[config.mk]
export PLATFORM = sky130hd
export DESIGN_NAME = btn_debounce_sync
export DESIGN_NICKNAME = d
export VERILOG_FILES = /design/src/rtl/btn_debounce_sync.sv
export SDC_FILE = /design/constraint.sdc
export NUM_CORES = 1
export LEC_CHECK = 0
export CORE_AREA = 2 2 39 41
export CTS_CLUSTER_SIZE = 20
export DETAILED_ROUTE_END_ITERATION = 12
export DIE_AREA = 0 0 41 43
export PLACE_DENSITY = 0.54
export SLEW_MARGIN = 20
export SYNTH_ARGS = -nofsm -noshare
export SYNTH_HDL_FRONTEND = slang
export SYNTH_SLANG_ARGS = --single-unit
[constraint.sdc]
create_clock -name Clk -period 2.6 [get_ports Clk]
set_input_delay 0.52 -clock Clk [delete_from_list [all_inputs] [get_ports Clk]]
set_output_delay 0.52 -clock Clk [all_outputs]
set_load 0.01 [all_outputs]
[src/rtl/btn_debounce_sync.sv]
// rtl/btn_debounce_sync.sv - 2-FF synchronizer plus counting debouncer with rise/fall pulses
module btn_debounce_sync #(
    parameter int DEBOUNCE_CYCLES = 10,
    parameter int CNT_WIDTH       = 4
) (
    input  logic Clk,
    input  logic reset,
    input  logic btn_in,
    output logic D_out,
    output logic rise_pulse,
    output logic fall_pulse,
    output logic busy
);

    typedef enum logic {
        IDLE  = 1'b0,
        CHECK = 1'b1
    } state_t;

    localparam logic [CNT_WIDTH-1:0] LAST_CNT = CNT_WIDTH'(DEBOUNCE_CYCLES - 1);
    localparam logic [CNT_WIDTH-1:0] ONE_CNT  = CNT_WIDTH'(1);

    state_t               r_state;
    state_t               w_next_state;
    logic [CNT_WIDTH-1:0] r_cnt;
    logic [CNT_WIDTH-1:0] w_next_cnt;
    logic                 w_accept;
    logic                 r_sync1;
    logic                 r_sync2;
    logic                 r_d_out;
    logic                 r_rise;
    logic                 r_fall;

    always_ff @(posedge Clk or negedge reset) begin
        if (!reset) begin
            r_sync1 <= 1'b0;
            r_sync2 <= 1'b0;
        end else begin
            r_sync1 <= btn_in;
            r_sync2 <= r_sync1;
        end
    end

    always_ff @(posedge Clk or negedge reset) begin
        if (!reset) begin
            r_state <= IDLE;
            r_cnt   <= '0;
            r_d_out <= 1'b0;
            r_rise  <= 1'b0;
            r_fall  <= 1'b0;
        end else begin
            r_state <= w_next_state;
            r_cnt   <= w_next_cnt;
            r_d_out <= w_accept ? ~r_d_out : r_d_out;
            r_rise  <= w_accept & ~r_d_out;
            r_fall  <= w_accept & r_d_out;
        end
    end

    // Any sample matching the current level during CHECK throws the count away.
    always_comb begin
        w_next_state = r_state;
        w_next_cnt   = '0;
        w_accept     = 1'b0;
        case (r_state)
            IDLE: begin
                if (r_sync2 != r_d_out) begin
                    if (DEBOUNCE_CYCLES == 1) begin
                        w_accept = 1'b1;
                    end else begin
                        w_next_state = CHECK;
                        w_next_cnt   = ONE_CNT;
                    end
                end
            end
            CHECK: begin
                if (r_sync2 == r_d_out) begin
                    w_next_state = IDLE;
                end else if (r_cnt == LAST_CNT) begin
                    w_accept     = 1'b1;
                    w_next_state = IDLE;
                end else begin
                    w_next_cnt = r_cnt + ONE_CNT;
                end
            end
            default: begin
                w_next_state = IDLE;
            end
        endcase
    end

    assign D_out      = r_d_out;
    assign rise_pulse = r_rise;
    assign fall_pulse = r_fall;
    assign busy       = (r_state == CHECK);

endmodule

# Yosys cells after proc, flatten, opt, wreduce, memory -nomap -nowiden
# Index checks and enable logic that the tools add are counted.
[word_totals]
regBits = 10
input_bits = 3
out_inout_bits = 4
[op_classes]
addsub = 1
n_eq_ne = 3
mux = 11
bitwise_logic = 4
[op_table]
columns = ["cell", "count"]
rows = [
  ["2-to-1 mux 4 bit", 2],
  ["one-hot mux 4 bit (2 select lines)", 1],
  ["2-to-1 mux 1 bit", 7],
  ["adder 4 x 1 -> 4 bit, second input constant", 1],
  ["equality test 4 bit, second input constant", 1],
  ["AND 1 bit", 2],
  ["NOT 1 bit", 2],
  ["one-hot mux 1 bit (2 select lines)", 1],
  ["equality test 1 bit", 1],
  ["inequality test 1 bit", 1],
]

# Logic depth before layout (Yosys ltp)
# Gate-level depths: netlist (run 1).
[logic_depth]
depth_word = 5
ltp_mapped = 5
mapped_depth_nobuf = 5

# Least setup slack after synthesis (run 1)
# Ideal clock, no wire load.
[synth_timing]
kind = "flip-flop to flip-flop"
startpoint = "register r_cnt[0]"
endpoint = "register r_rise, in the netlist rise_pulse"
setup_time_ns = 0.120
arrival_time_ns = 1.153
t_required_ns = 2.480
setup_slack_ns = 1.327
path_stages_with_launch = 5
path_buffers = 0
path_cell_list = "dfrtp_1 ha_1 and3b_1 and3_2 and2b_2"
[synth_via]
elab_chain_cells = 5
[synth_lines]
columns = ["element", "line", "text"]
rows = [
  ["start: declaration", "25", "logic [CNT_WIDTH-1:0] r_cnt;"],
  ["start signal: assignment", "53", "r_cnt <= w_next_cnt;"],
  ["equality test 4 bit", "79", "end else if (r_cnt == LAST_CNT) begin"],
  ["2-to-1 mux 1 bit", "79", ""],
  ["2-to-1 mux 1 bit", "77", "if (r_sync2 == r_d_out) begin"],
  ["2-to-1 mux 1 bit", "65", "case (r_state)"],
  ["AND 1 bit", "55", "r_rise <= w_accept & ~r_d_out;"],
  ["end signal: assignment", "55", ""],
  ["end: declaration", "31", "logic r_rise;"],
]
# Every way passes these cells.
# A chain may end at the register's enable or synchronous reset.

# Final worst setup path (run 1)
[layout_timing]
startpoint = "register r_d_out, in the netlist D_out"
endpoint = "output port D_out"
[layout_lines]
columns = ["element", "line", "text"]
rows = [
  ["start: declaration", "30", "logic r_d_out;"],
  ["start signal: assignment", "54", "r_d_out <= w_accept ? ~r_d_out : r_d_out;"],
  ["end: declaration", "9", "output logic D_out,"],
]
# No word-level cell between the ends.

==> metrics.md, run 1 <==
| Metric | Value |
|---|---|
| Core Footprint | 1380 um^2 |
| Critical path class | flip-flop to output pin |
| Deepest clock path buffer count | 2 |
| Min Tclk post-route | approximately 1.8 ns |
| Via count | 228 |
| Req. time, crit path | around 2.1 ns |
| Worst hold path class | flip-flop to flip-flop |
| Initial antenna violation count | 0 |
| Core Rows | 14 |
| VDD IR max | roughly 0.00023 V |
| # fillers | about 130 |
| Run status | finished clean |
| Final hold vios | 0 |
| CTS tree | yes |
| First-iteration detailed-routing DRC count | 4 |
| Crit path DAT | 1.24 ns |
| Layout cell share with drive strength beyond 1 | 20.5% |
| Ports | 7 |
| Cell family with most CP delay | buffers and inverters |
| Seq/Total Area, Yosys | 64.1% |
| Peak Freq | 569 MHz |
| First-pass GRT wire length | 1000 um |
| Rel. slew slack | 71.2% |
| Commonest non-fill, non-tap cell in the layout | dfrtp_1 |
| Crit Path Max Fanout | 5 |
| Clock Sinks | 10 |
| Die X | between 40 and 50 um |
| Commonest cells after routing, fill and taps aside | dfrtp_1, clkdlybuf4s50_1, xor2_1, nor2_1, clkbuf_4 |
| # H-tree levels | 1 |
| Non-filler cells, final | 55 |
| Cts hold-fix bufs | 0 |
| Post-Route WL | 581 um |
| Maxcap violations | 0 |
| Synth warn | 0 |
| Setup bufs post-CTS | 0 |
| Worst-path clk slew | 0.06 ns |
| Clock Skews | around 0.00024 ns |
| Total negative setup slack | 0 ns |
| Antenna diodes | 0 |
| Die H | approximately 43 um |
| Leakage | around 0.25 nW |
| Pin count of the biggest net entering global routing | 11 |
| Post_cts resized | 0 |
| Vias in the first global route | 231 |
| Clk root buf | clkbuf_4 |
| Cells after DPL | 51 |
| Crit-path cells | clkdlybuf4s50_1 |
| Worst Path Buf+Inv | 1 |
| IO buf count | 6 |
| Syn nets | 34 |
| Antenna Nets Post-Route | 0 |
| Post-synthesis register bit count | 10 |
| Pins Over Slew Limit | 0 |
| Die ar. | 1760 um^2 |
| Post-Syn Area per Cell | around 13 um^2 |
| Netlist cell types | 14 |
| Slew @ Worst Pin | about 0.43 ns |
| Tcrit/Tclk final | a little under 70% |
| Cell count after synthesis | 29 |
| Clock Latency Late Sink | 0.26 ns |
| Synth-to-Final Area Change | 29.8% |
| Per-cell routed wire length | 10.6 um |
| Tot GR Track Use | 9.56% |
| PwrDens | between 600 and 700 nW/um^2 |
| Post-detail-place hpwl | 417 um |
| Nets@finish | between 40 and 50 |
| Worst Setup End Kind | output pin |
| GP Congestion | 0.684 |
| Critical path's largest stage delay | 0.56 ns |
| RSZ-0062 raised after global routing | no |
| Element type at the critical path start | flip-flop |
| Grt ovf | 0 |
| CTS Buf Count | 3 |
| Via-to-Cell Ratio | 4.15 |
| Slowest stage cell, crit path | clkdlybuf4s50_1 |
| Final setup fails | 0 |
| Initial Utilization | between 20% and 30% |
| Synthesized cell area | 390 um^2 |
| DRT Pass-1 Iters | 3 |
| Drt drc | 0 |
==> layout make-up <==
| cell class | count | area (um^2) | area share (%) |
|---|---|---|---|
| Sequential cell | 10 | 250 | 49.4 |
| Multi-Input combinational cell | 18 | 136 | 26.9 |
| Timing Repair Buffer | 6 | 60.1 | 11.9 |
| Clock buffer | 4 | 36.3 | 7.16 |
| Tap cell | 16 | 20.0 | 3.95 |
| Inverter | 1 | 3.75 | 0.741 |
==> report_power, final <==
group | total [mW] | internal [mW] | leakage, nW | switching [mW]
clock | 0.138 | 0.0851 | 0.0210 | 0.0528
combinational | 0.0144 | 0.00744 | 0.0938 | 0.00693
sequential | 0.164 | 0.160 | 0.131 | 0.00375
==> state kept, by name (all words and copies together), names as in the netlist <==
signal,flops
busy,1
D_out,1
r_sync2,1
r_sync1,1
fall_pulse,1
rise_pulse,1
r_cnt,4
==> final timing paths <==
| check | startpoint | endpoint | slack, ns | depth (start not counted) |
|---|---|---|---|---|
| setup / recovery | D_out$_DFFE_PN0N_ | D_out | 0.84 | 1 |
| hold / removal | r_sync1$_DFF_PN0_ | r_sync2$_DFF_PN0_ | 0.37 | 0 |
| setup reg to reg | r_cnt[0]$_DFF_PN0_ | fall_pulse$_DFF_PN0_ | 1.24 | 4 |
| hold reg to reg | r_sync1$_DFF_PN0_ | r_sync2$_DFF_PN0_ | 0.37 | 0 |
| max in group asynchronous | reset | r_sync1$_DFF_PN0_ | 1.75 | 1 |
| min in group asynchronous | reset | r_cnt[2]$_DFF_PN0_ | 0.56 | 1 |
==> cells by family after synthesis <==
kind of cell               share of synthesized area, %
xor gates and xnor gates                           8.98
and+or+nand+nor                                    16.3
buffers and inverters                             0.961
adders and majority gates                          6.41
AOI/OAI and AO/OA                                  3.20
DFF                                                64.1
==> stage by stage <==
step / worst slack [ns] / total power, mW / hold slack, ns / util (%) / instance area (um^2)
floorplan: 1.33 / 0.172 / 0.224 / - / 390
global placement: 1.14 / 0.180 / 0.341 / 34.0 / 470
detailed placement: 1.12 / 0.181 / 0.355 / 34.0 / 470
CTS: 0.824 / 0.324 / 0.370 / 36.6 / 507
global route: 0.781 / 0.335 / 0.393 / 36.6 / 507
finish: 0.844 / 0.316 / 0.366 / 36.6 / 507
==> routing by layer <==
layer	up-vias	routed length, um	GRT usage (%)
met1	102	287	11.4
met5	-	0	0
met3	4	38	3.14
li1	114	-	-
met2	8	233	11.3
met4	0	22	12.0
==> synth_stat cells <==
master	instances	share of area, %
o21ai_0	1	1.3
a21boi_0	1	1.9
and3b_1	1	2.2
nand3_1	1	1.3
nand3b_1	1	1.9
nor2_1	3	2.9
and2b_2	1	2.2
xnor2_1	1	2.2
xor2_1	3	6.7
and3_2	1	1.9
inv_1	1	0.96
ha_1	2	6.4
dfrtp_1	10	64
and2_2	2	3.8
==> worst reg2reg max path: cells and delay by family, from the launching register on <==
kind / cells / cell delay (ns)
flip-flops: 1 / 0.42
adder cells (fa/ha/maj): 1 / 0.20
AND/OR/NAND/NOR: 3 / 0.64
(Power assumes the default switching activity.)
==> inputs of run 2 (changes only) <==
--- a/config.mk
+++ b/config.mk
@@ -9,7 +9,7 @@
 export CTS_CLUSTER_SIZE = 20
 export DETAILED_ROUTE_END_ITERATION = 12
 export DIE_AREA = 0 0 41 43
-export PLACE_DENSITY = 0.54
+export PLACE_DENSITY = 0.55
 export SLEW_MARGIN = 20
 export SYNTH_ARGS = -nofsm -noshare
 export SYNTH_HDL_FRONTEND = slang
==> constraint.sdc (replaced) <==
create_clock -name Clk -period 1.51 [get_ports Clk]
set_input_delay 0.302 -clock Clk [delete_from_list [all_inputs] [get_ports Clk]]
set_output_delay 0.302 -clock Clk [all_outputs]
set_load 0.01 [all_outputs]
==> run 2 against run 1 <==
Net effect: clock power is 67% higher; sequential power increased by 71%; via count up 0.44%; non-clock buffer count rose by 1; cell count rose by 1.8%; largest cell class unchanged; largest power group unchanged.
==> metrics.md, run 2 (synthesized netlist as in run 1, its figures left out) <==
| Metric | Value |
|---|---|
| Per-cell routed wire length | 9.68 um (-8.4%) |
| Initial Utilization | 28.2% (unchanged) |
| Initial antenna violation count | 0 (unchanged) |
| Die H | 43 um (unchanged) |
| Clock Skews | 0.00225 ns (+0.00201 ns) |
| Via count | 229 (+0.44%) |
| Die X | 41 um (unchanged) |
| Worst Path Buf+Inv | 1 (unchanged) |
| Slew @ Worst Pin | 0.422 ns (-0.00763 ns) |
| GP Congestion | 0.766 (+12%) |
| Max reg flops | 4 (unchanged) |
| Nets@finish | 46 (+2.2%) |
| Core Rows | 14 (unchanged) |
| VDD IR max | 0.000477 V (+110%) |
| Total negative setup slack | 0 ns (unchanged) |
| Critical path class | flip-flop to output pin |
| Via-to-Cell Ratio | 4.09 (-1.4%) |
| Post-Route WL | 542 um (-6.7%) |
| Leakage | 0.252 nW (+2.8%) |
| Clock Latency Late Sink | 0.26 ns (about the same) |
| DRT Pass-1 Iters | 1 (-2) |
| PwrDens | 1040 nW/um^2 (+68%) |
| Layout cell share with drive strength beyond 1 | 22.5% (+2.0 points) |
| IO buf count | 6 (unchanged) |
| Pin count of the biggest net entering global routing | 11 (unchanged) |
| Final setup fails | 0 (unchanged) |
| Commonest cells after routing, fill and taps aside | dfrtp_1, clkdlybuf4s50_1, xor2_1, nor2_1, clkbuf_4 |
| Area of the multi-input gates | 136 um^2 (unchanged) |
| Worst-path clk slew | 0.06 ns (about the same) |
| Clock Sinks | 10 (unchanged) |
| Peak Freq | 686 MHz |
| Crit-path cells | clkdlybuf4s50_1 |
| Tcrit/Tclk final | 96.5% |
| Worst Setup End Kind | output pin |
| Cell family with most CP delay | buffers and inverters |
| Largest reg by FF count | r_cnt |
| Synth-to-Final Area Change | 31.4% |
| Tot GR Track Use | 7.87% (-1.7 points) |
| CTS tree | yes |
| Tot Pwr | 536 uW (+70%) |
| DP Area | 470 um^2 (unchanged) |
| Maxcap violations | 0 (unchanged) |
| Pins Over Slew Limit | 0 (unchanged) |
| Layout Utilization | 37.1% (+0.45 points) |
| Critical path's largest stage delay | 0.54 ns (-0.02 ns) |
| Core Footprint | 1380 um^2 (unchanged) |
| # H-tree levels | 1 (unchanged) |
| Ports | 7 (unchanged) |
| First-iteration detailed-routing DRC count | 0 (-4) |
| Die ar. | 1760 um^2 (unchanged) |
| RSZ-0062 raised after global routing | no |
| Run status | finished clean |
| # fillers | 151 (+15%) |
| Clk root buf | clkbuf_4 |
| CTS Buf Count | 3 (unchanged) |
| Crit Path Max Fanout | 2 (-3) |
| Deepest clock path buffer count | 2 (unchanged) |
| Grt ovf | 0 (unchanged) |
| Antenna Nets Post-Route | 0 (unchanged) |
| Drt drc | 0 (unchanged) |
| Slowest stage cell, crit path | clkdlybuf4s50_1 |
| Register area | 250 um^2 (unchanged) |
| Vias in the first global route | 238 (+3.0%) |
| Final hold vios | 0 (unchanged) |
| Crit path DAT | 1.15 ns (-0.09 ns) |
| Req. time, crit path | 1.21 ns (-0.87 ns) |
| First-pass GRT wire length | 890 um (-11%) |
| Rel. slew slack | 71.8% (+0.51 points) |
| Antenna diodes | 0 (unchanged) |
| Post-detail-place hpwl | 400 um (-4.1%) |
| Min Tclk post-route | approximately 1.5 ns |
| Worst hold path class | primary input to asynchronous set/reset pin |
| Commonest non-fill, non-tap cell in the layout | dfrtp_1 |
| Post-Layout Inst Area | 513 um^2 (+1.2%) |
| Element type at the critical path start | flip-flop |
run 2: metrics by stage:
stage,worst slack (ns),instances,hold slack (ns)
after CTS,0.0485,56,0.354
final,0.0531,56,0.346
after floorplan,0.237,29,0.00641
after global routing,0.0197,56,0.369
after detailed placement,0.180,51,0.348
after global placement,0.182,51,0.345
run 2: cell type report:
cell class | count | area share, %
inverters | 1 | 0.732
flip-flops and latches | 10 | 48.8
well taps | 16 | 3.90
multi-input cells | 18 | 26.6
repair buffers | 7 | 12.9
clock buffers | 4 | 7.07
run 2: power by group:
group	switching [mW]	internal, mW	leakage [nW]
Clock	0.0848	0.146	0.0210
Combinational	0.0122	0.0119	0.101
Sequential	0.00553	0.276	0.131
run 2: routing by layer:
| metal | share of wire, % | track usage, % |
|---|---|---|
| met3 | 4.4 | 1.57 |
| met1 | 46 | 9.90 |
| met2 | 49 | 10.3 |
| met4 | 0 | 8.00 |
| met5 | 0 | 0 |
run 2: what timing repair did:
item,in CTS,in global routing
buffers inserted,1,0
hold buffers,0,0
setup endpoints to repair,2,0
gates resized for setup,1,0
run 2: worst reg2reg max path: cells and delay by family (launching register included):
family | cells | cell delay (ns)
adders and majority gates | 1 | 0.20
DFF | 1 | 0.41
and+or+nand+nor | 3 | 0.63
run 2: worst paths after layout:
path	depth (start not counted)	startpoint	slack, ns	to
worst min register to register	0	r_sync1$_DFF_PN0_	0.36	r_sync2$_DFF_PN0_
worst max register to register	4	r_cnt[0]$_DFF_PN0_	0.17	rise_pulse$_DFF_PN0_
worst max-delay path	1	D_out$_DFFE_PN0N_	0.05	D_out
max in group asynchronous	1	reset	0.87	r_cnt[0]$_DFF_PN0_
worst min-delay path	1	reset	0.35	r_sync1$_DFF_PN0_
min in group Clk	0	r_sync1$_DFF_PN0_	0.36	r_sync2$_DFF_PN0_
